[src/rtl/parity_nibble_seq.sv]
// parity_nibble_seq
// -----------------
// Computes the parity of a DATA_W-bit word by streaming it, one nibble per
// cycle (least-significant nibble first), through an external 4-bit
// combinational parity encoder. The per-nibble results are accumulated, and
// the word parity is returned with an error flag against an expected bit.
//
// Optional build macro: PARITY_ODD_EN
//   undefined : out_par_o = XOR of all data bits (even parity)
//   defined   : out_par_o = ~XOR of all data bits (odd-parity bit)
//   out_err_o always compares out_par_o against the captured expected bit.
//
// Parameters:
//   DATA_W       word width; a multiple of 4 and >= 4 (NIB = DATA_W/4)
//
// Ports:
//   clk          system clock, rising edge
//   rst_n        asynchronous active-low reset
//   in_valid_i   producer has a word
//   in_ready_o   block can accept a word (only in IDLE and out of reset)
//   in_data_i    word to check
//   in_exp_par_i expected parity bit, sampled with in_data_i
//   nib_data_o   nibble driven to the external parity encoder
//   nib_par_i    encoder result (combinational XOR of nib_data_o)
//   out_valid_o  result available (DONE state)
//   out_ready_i  consumer accepts the result
//   out_par_o    computed word parity
//   out_err_o    out_par_o != captured expected parity
//   busy_o       high whenever the FSM is not IDLE
module parity_nibble_seq #(
  parameter int DATA_W = 16
) (
  input  logic              clk,
  input  logic              rst_n,
  input  logic              in_valid_i,
  output logic              in_ready_o,
  input  logic [DATA_W-1:0] in_data_i,
  input  logic              in_exp_par_i,
  output logic [3:0]        nib_data_o,
  input  logic              nib_par_i,
  output logic              out_valid_o,
  input  logic              out_ready_i,
  output logic              out_par_o,
  output logic              out_err_o,
  output logic              busy_o
);

  localparam int NIB   = DATA_W / 4;
  localparam int CNT_W = (NIB > 1) ? $clog2(NIB) : 1;
  localparam logic [CNT_W-1:0] CNT_LAST = CNT_W'(NIB - 1);

  typedef enum logic [1:0] {
    IDLE = 2'd0,
    SCAN = 2'd1,
    DONE = 2'd2
  } state_t;

  state_t            state_q, state_d;
  logic [DATA_W-1:0] sr_q, sr_d;
  logic              acc_q, acc_d;
  logic [CNT_W-1:0]  cnt_q, cnt_d;
  logic              exp_q, exp_d;
  logic              par_q, par_d;
  logic              err_q, err_d;

  // Parity of the whole word, valid in the last SCAN cycle only: the
  // accumulator holds the earlier nibbles, the encoder supplies the last one.
  logic word_par;
  logic word_res;

  assign word_par = acc_q ^ nib_par_i;
`ifdef PARITY_ODD_EN
  assign word_res = ~word_par;
`else
  assign word_res = word_par;
`endif

  always_ff @(posedge clk or negedge rst_n) begin
    if (!rst_n) begin
      state_q <= IDLE;
      sr_q    <= '0;
      acc_q   <= 1'b0;
      cnt_q   <= '0;
      exp_q   <= 1'b0;
      par_q   <= 1'b0;
      err_q   <= 1'b0;
    end else begin
      state_q <= state_d;
      sr_q    <= sr_d;
      acc_q   <= acc_d;
      cnt_q   <= cnt_d;
      exp_q   <= exp_d;
      par_q   <= par_d;
      err_q   <= err_d;
    end
  end

  always_comb begin
    state_d = state_q;
    sr_d    = sr_q;
    acc_d   = acc_q;
    cnt_d   = cnt_q;
    exp_d   = exp_q;
    par_d   = par_q;
    err_d   = err_q;

    unique case (state_q)
      IDLE: begin
        // in_ready_o is high whenever the state register is clocked in IDLE
        if (in_valid_i) begin
          sr_d    = in_data_i;
          exp_d   = in_exp_par_i;
          acc_d   = 1'b0;
          cnt_d   = '0;
          state_d = SCAN;
        end
      end
      SCAN: begin
        acc_d = acc_q ^ nib_par_i;
        sr_d  = sr_q >> 4;
        if (cnt_q == CNT_LAST) begin
          par_d   = word_res;
          err_d   = word_res ^ exp_q;
          state_d = DONE;
        end else begin
          cnt_d = cnt_q + CNT_W'(1);
        end
      end
      DONE: begin
        if (out_ready_i) begin
          state_d = IDLE;
        end
      end
      default: begin
        state_d = IDLE;
      end
    endcase
  end

  // Ready is gated by rst_n so it is low for the whole reset interval, not
  // just after the first clock edge.
  assign in_ready_o  = rst_n && (state_q == IDLE);
  // Driven only from registers so the encoder input changes only at edges.
  assign nib_data_o  = (state_q == SCAN) ? sr_q[3:0] : 4'h0;
  assign out_valid_o = (state_q == DONE);
  assign out_par_o   = par_q;
  assign out_err_o   = err_q;
  assign busy_o      = (state_q != IDLE);

endmodule

[config.mk]
export PLATFORM = sky130hd
export DESIGN_NAME = parity_nibble_seq
export DESIGN_NICKNAME = d
export VERILOG_FILES = /design/src/rtl/parity_nibble_seq.sv
export SDC_FILE = /design/constraint.sdc
export NUM_CORES = 1
export LEC_CHECK = 0
export ABC_CLOCK_PERIOD_IN_PS = 1600
export BUFFER_PORTS_ARGS = -buffer_cell sky130_fd_sc_hd__buf_4
export CELL_PAD_IN_SITES_DETAIL_PLACEMENT = 2
export CELL_PAD_IN_SITES_GLOBAL_PLACEMENT = 2
export CORE_UTILIZATION = 33
export CTS_CLUSTER_SIZE = 28
export DETAILED_ROUTE_END_ITERATION = 6
export PLACE_DENSITY = 0.77
export SLEW_MARGIN = 20
export SYNTH_ARGS = -nofsm -noshare
export SYNTH_HDL_FRONTEND = slang
export SYNTH_SLANG_ARGS = --single-unit
[constraint.sdc]
create_clock -name clk -period 1.6 [get_ports clk]
set_clock_uncertainty 0.2 [all_clocks]
set_input_delay 0.08 -clock clk [delete_from_list [all_inputs] [get_ports clk]]
set_output_delay 0.08 -clock clk [all_outputs]
set_load 0.005 [all_outputs]
Word level (Yosys, flattened, before mapping)
Cells that the tools add are included.
{ "op_classes": {"n_eq_ne": 7, "n_reduce_logical": 9, "add_sub_neg": 1, "n_mux": 12, "bitwise_logic": 2} }
{ "op_table": {"columns": ["operator", "count"], "rows": [
  ["$pmux W16 S2", 1],
  ["$mux W16", 1],
  ["$mux W2", 5],
  ["$ne A2 B2 Y1 const B", 3],
  ["$pmux W2 S3", 1],
  ["$reduce_and A2 Y1", 3],
  ["$reduce_and A3 Y1", 2],
  ["$eq A2 B2 Y1 const B", 2],
  ["$mux W4", 1],
  ["$pmux W2 S2", 1],
  ["$reduce_bool A2 Y1", 2],
  ["$add A2 B1 Y2 const B", 1],
  ["$eq A2 B1 Y1 const B", 1],
  ["$logic_not A2 Y1", 1],
  ["$ne A2 B1 Y1 const B", 1],
  ["$pmux W1 S2", 1],
  ["$xor A1 B1 Y1", 2],
  ["$logic_and A1 B1 Y1", 1],
  ["$mux W1", 1]
]} }
{ "word_totals": {"input_bits": 22, "word_cells": 38, "regBits": 24, "output_inout_bits": 9} }

Depth between registers and ports, before layout
{ "logic_depth": {"depth_word": 3, "mapped_depth": 5, "depth_no_buf": 4} }

Least setup slack after synthesis
Ideal clock, no wire load.
{ "synth_timing": {"path_kind": "reg-to-reg", "from": "reg state_q[1]", "to": "reg exp_q", "stages_incl_launch_ff": 5, "slack_ps": 274, "arrival_ps": 998, "path_cell_list": "dfrtp_1 -> buf_6 -> nor2_4 -> nand2_1 -> mux2_1"} }
{ "synth_via": {"elab_chain_len": 2} }
{ "synth_rtl": {"columns": ["element", "line", "source"], "rows": [
  ["start: declaration", "58", "state_t state_q, state_d;"],
  ["start signal: assignment", "88", "state_q <= state_d;"],
  ["$logic_not A2 Y1", "107", "unique case (state_q)"],
  ["$reduce_and A2 Y1 (no source line)", null, null],
  ["end signal: assignment", "92", "exp_q <= exp_d;"],
  ["end: declaration", "62", "logic exp_q, exp_d;"]
]} }
No other way between the ends.
A chain may end at the register's enable or synchronous reset.

Worst setup path after layout
{ "layout_timing": {"from": "reg state_q[1]", "to": "out nib_data_o[3]"} }
{ "layout_via": {"elab_chain_len": 2} }
{ "layout_rtl": {"columns": ["element", "line", "source"], "rows": [
  ["$eq A2 B1 Y1", "144", "assign nib_data_o = (state_q == SCAN) ? sr_q[3:0] : 4'h0;"],
  ["$mux W4", "144", null],
  ["end: declaration", "39", "output logic [3:0] nib_data_o,"]
]} }
No other way between the ends.

==> impl_metrics.ini <==
[route]
first_pass_iters = 3
drtAntennaViolNets = 0
num_vias = 1064
drc = 0
routed_wl_um = 3690
via_per_inst = 5.09
drt_iter0_drc = 7
wl_per_cell_um = 17.6

[grt]
track_usage_pct = 19.5
grtUsageMet2_pct = 35.8
grt_pass1_wl_um = 5960
use_met1_pct = 22.8
grt_overflow = 0
grt_start_max_net_pins = 25
grt_antenna_before_repair = 0
busiest_layer = met2
use_met3_pct = 2.54
grt_pass1_vias = 1220

[finish]
final_cell_area_sq_um = 1820
drive_above_1_share_pct = 39.8
diodes = 0
nNetsFinal = 185
area_delta_synth_final_pct = 45.6
final_common_cell = buf_4
layout_common_cells = buf_4, dfrtp_1, dlygate4sd3_1
n_fill_cell = 373

[yosys]
ys_ff_latch = 24
synth_fp_nets = 129
synthDistinctLibCells = 31
ys.warnings.count = 0
avgSynthCellArea_sq_um = 11.8
synth_area_sq_um = 1250
yosysSeqAreaShare_pct = 48.0
postSynthCellCount = 106

[cts]
clk_latency_ns = 0.27
cts_root_buffer = clkbuf_8
cts-htree-levels = 1
clock_path_buffers = 2
cts_tree = built
cts.sink_count = 24
cts_buffers = 3
clkTransAtPathRegs_ns = 0.09

[worst_setup_path]
cp_max_fo = 12
rr_worst_depth = 4
crit_type = flop to output port
end_kind = output port
crit_start = state_q[1]$_DFFE_PN0P_
rrSetupSlack_ns = 0.13
r2r-start = state_q[0]$_DFFE_PN0P_
startpoint_type = flop
worstPathArrival_ns = 1.27
path_delay_family = flip-flops
path_buf_inv = 2
crit_required_ns = 1.32
critPathSlowestCell = dfrtp_2
cp_slowest_stage_delay_ns = 0.51
r2r-end = acc_q$_DFFE_PN0P_
crit_chain = inv_6 -> and3_1 -> buf_4

[sta]
drv_slew = 0
period_needed_ns = 1.55
setup_viol = 0
setup_tns_ns = 0
relSlewSlack_pct = 74.6
hold_violations = 0
worstMarginPinSlew_ns = 0.380
setup_ws_ns = 0.0463
period_share_pct = 97.1
rsz0062_at_grt = false
max_freq_mhz = 644

[min_path]
worstHoldPathType = primary input to async pin

[power]
vdd.ir_drop.worst_uv = 581
power.total_w = 0.00346
cellPowerDensity_nw_per_um2 = 1900
p_leak_nw = 0.820

[die]
chipWidth_um = 63.6
die_area_sq_um = 4040
start_util_pct = 34.2
rows = 22
die_h_um = 63.6
coreArea_sq_um = 3660
io-pin-count = 31

[flow_run]
max_cap_viol_count = 0

[placed_design]
dpl_cell_area_sq_um = 1520
dpl_worst_slack_ns = 0.108
dp_hpwl_um = 2300
gp_congestion = 0.705
numPortBuffers = 30

[status]
status = finished clean
## power breakdown
part	switching, W	internal, W	total [W]
Clock	0.000218	0.000335	0.000553
Sequential	0.000270	0.000898	0.00117
Combinational	0.000811	0.000928	0.00174
Total	0.00130	0.00216	0.00346
## worst max-delay path by stage
stage                     slack (ns)  cells past startpoint                   to
after floorplan                 0.27                      4    exp_q$_DFFE_PN0P_
after global placement          0.19                      3    exp_q$_DFFE_PN0P_
after detailed placement        0.11                      3  sr_q[1]$_DFFE_PN0P_
after CTS                       0.01                      3        nib_data_o[3]
after global routing           0.008                      3        nib_data_o[1]
final                           0.05                      3        nib_data_o[3]
## flip-flops by register name (all words and copies together), names as in the netlist
signal	cells
exp_q	1
out_err_o	1
state_q	2
sr_q	16
out_par_o	1
cnt_q	2
acc_q	1
## cell usage after synthesis
library cell   n  share of area (%)
a32o_1         2                1.6
o22ai_2        3                3.0
and3_1         4                2.0
inv_2          2               0.60
nand2_1       10                3.0
o21ai_1        6                2.4
nor3b_1        1               0.60
dfrtp_1       24                 48
a22oi_2        4                4.0
o22ai_1        9                4.5
a22oi_1        1               0.60
xnor2_1        1               0.70
xor2_1         1               0.70
buf_2          3                1.2
o31ai_1        1               0.60
nor2_1         2               0.60
and2_1         1               0.50
mux2_1         1               0.90
a2bb2oi_2      8                9.6
a21oi_1        3                1.2
nand2b_4       1                1.1
nand2b_1       1               0.50
o21bai_4       1                1.5
inv_1          6                1.8
a32oi_1        1               0.70
nor3_1         1               0.40
nor2_8         1                1.6
nand3b_1       1               0.60
buf_6          3                2.7
nor2_4         2                1.8
ha_1           1                1.0
## area by class of cell
class / instances / area, sq um / area share, %
flip-flops and latches: 24 / 603 / 33.1
multi-input cells: 68 / 572 / 31.4
repair buffers: 57 / 480 / 26.4
well taps: 48 / 60.1 / 3.30
clock buffers: 3 / 41.3 / 2.27
inverters: 8 / 35.0 / 1.92
clock inverters: 1 / 30.0 / 1.65
## worst register-to-register path: stages, from the launching register on
cell	delay (ns)
dfrtp_2	0.50
buf_4	0.17
o21bai_4	0.34
nand2_1	0.11
o21ai_1	0.09
## through the flow
| step | hold slack [ns] | std cells | utilization [%] |
|---|---|---|---|
| global placement | -0.106 | 182 | 41.5 |
| CTS | 0.148 | 207 | 49.3 |
| finish | 0.130 | 209 | 49.8 |
| global route | 0.159 | 209 | 49.8 |
| floorplan | -0.416 | 106 | - |
| detailed placement | -0.102 | 182 | 41.5 |
## cell families (layout without fill, tap and decap cells)
kind of cell	count (synthesis)	after routing	share of synthesized area, %
compound gates	39	39	29.7
mux	1	1	0.900
flops	24	24	48.0
xor+xnor	2	2	1.40
buf+inv	14	69	6.30
simple gates	25	25	12.7
fa+ha+maj	1	1	1.00
## timing repair
action,4_1_cts,5_1_grt
hold buffers,21,0
endpoints found under the hold margin,44,0
resized for setup,3,1
setup buffers,0,2
endpoints found under the setup margin,5,2
## routing by layer
metal | wire length [um] | up-vias
li1 | - | 499
met1 | 1580 | 533
met2 | 1940 | 25
met3 | 96 | 7
met4 | 71 | 0
met5 | 0 | -
Note: power is estimated with default switching activity, not from simulation.
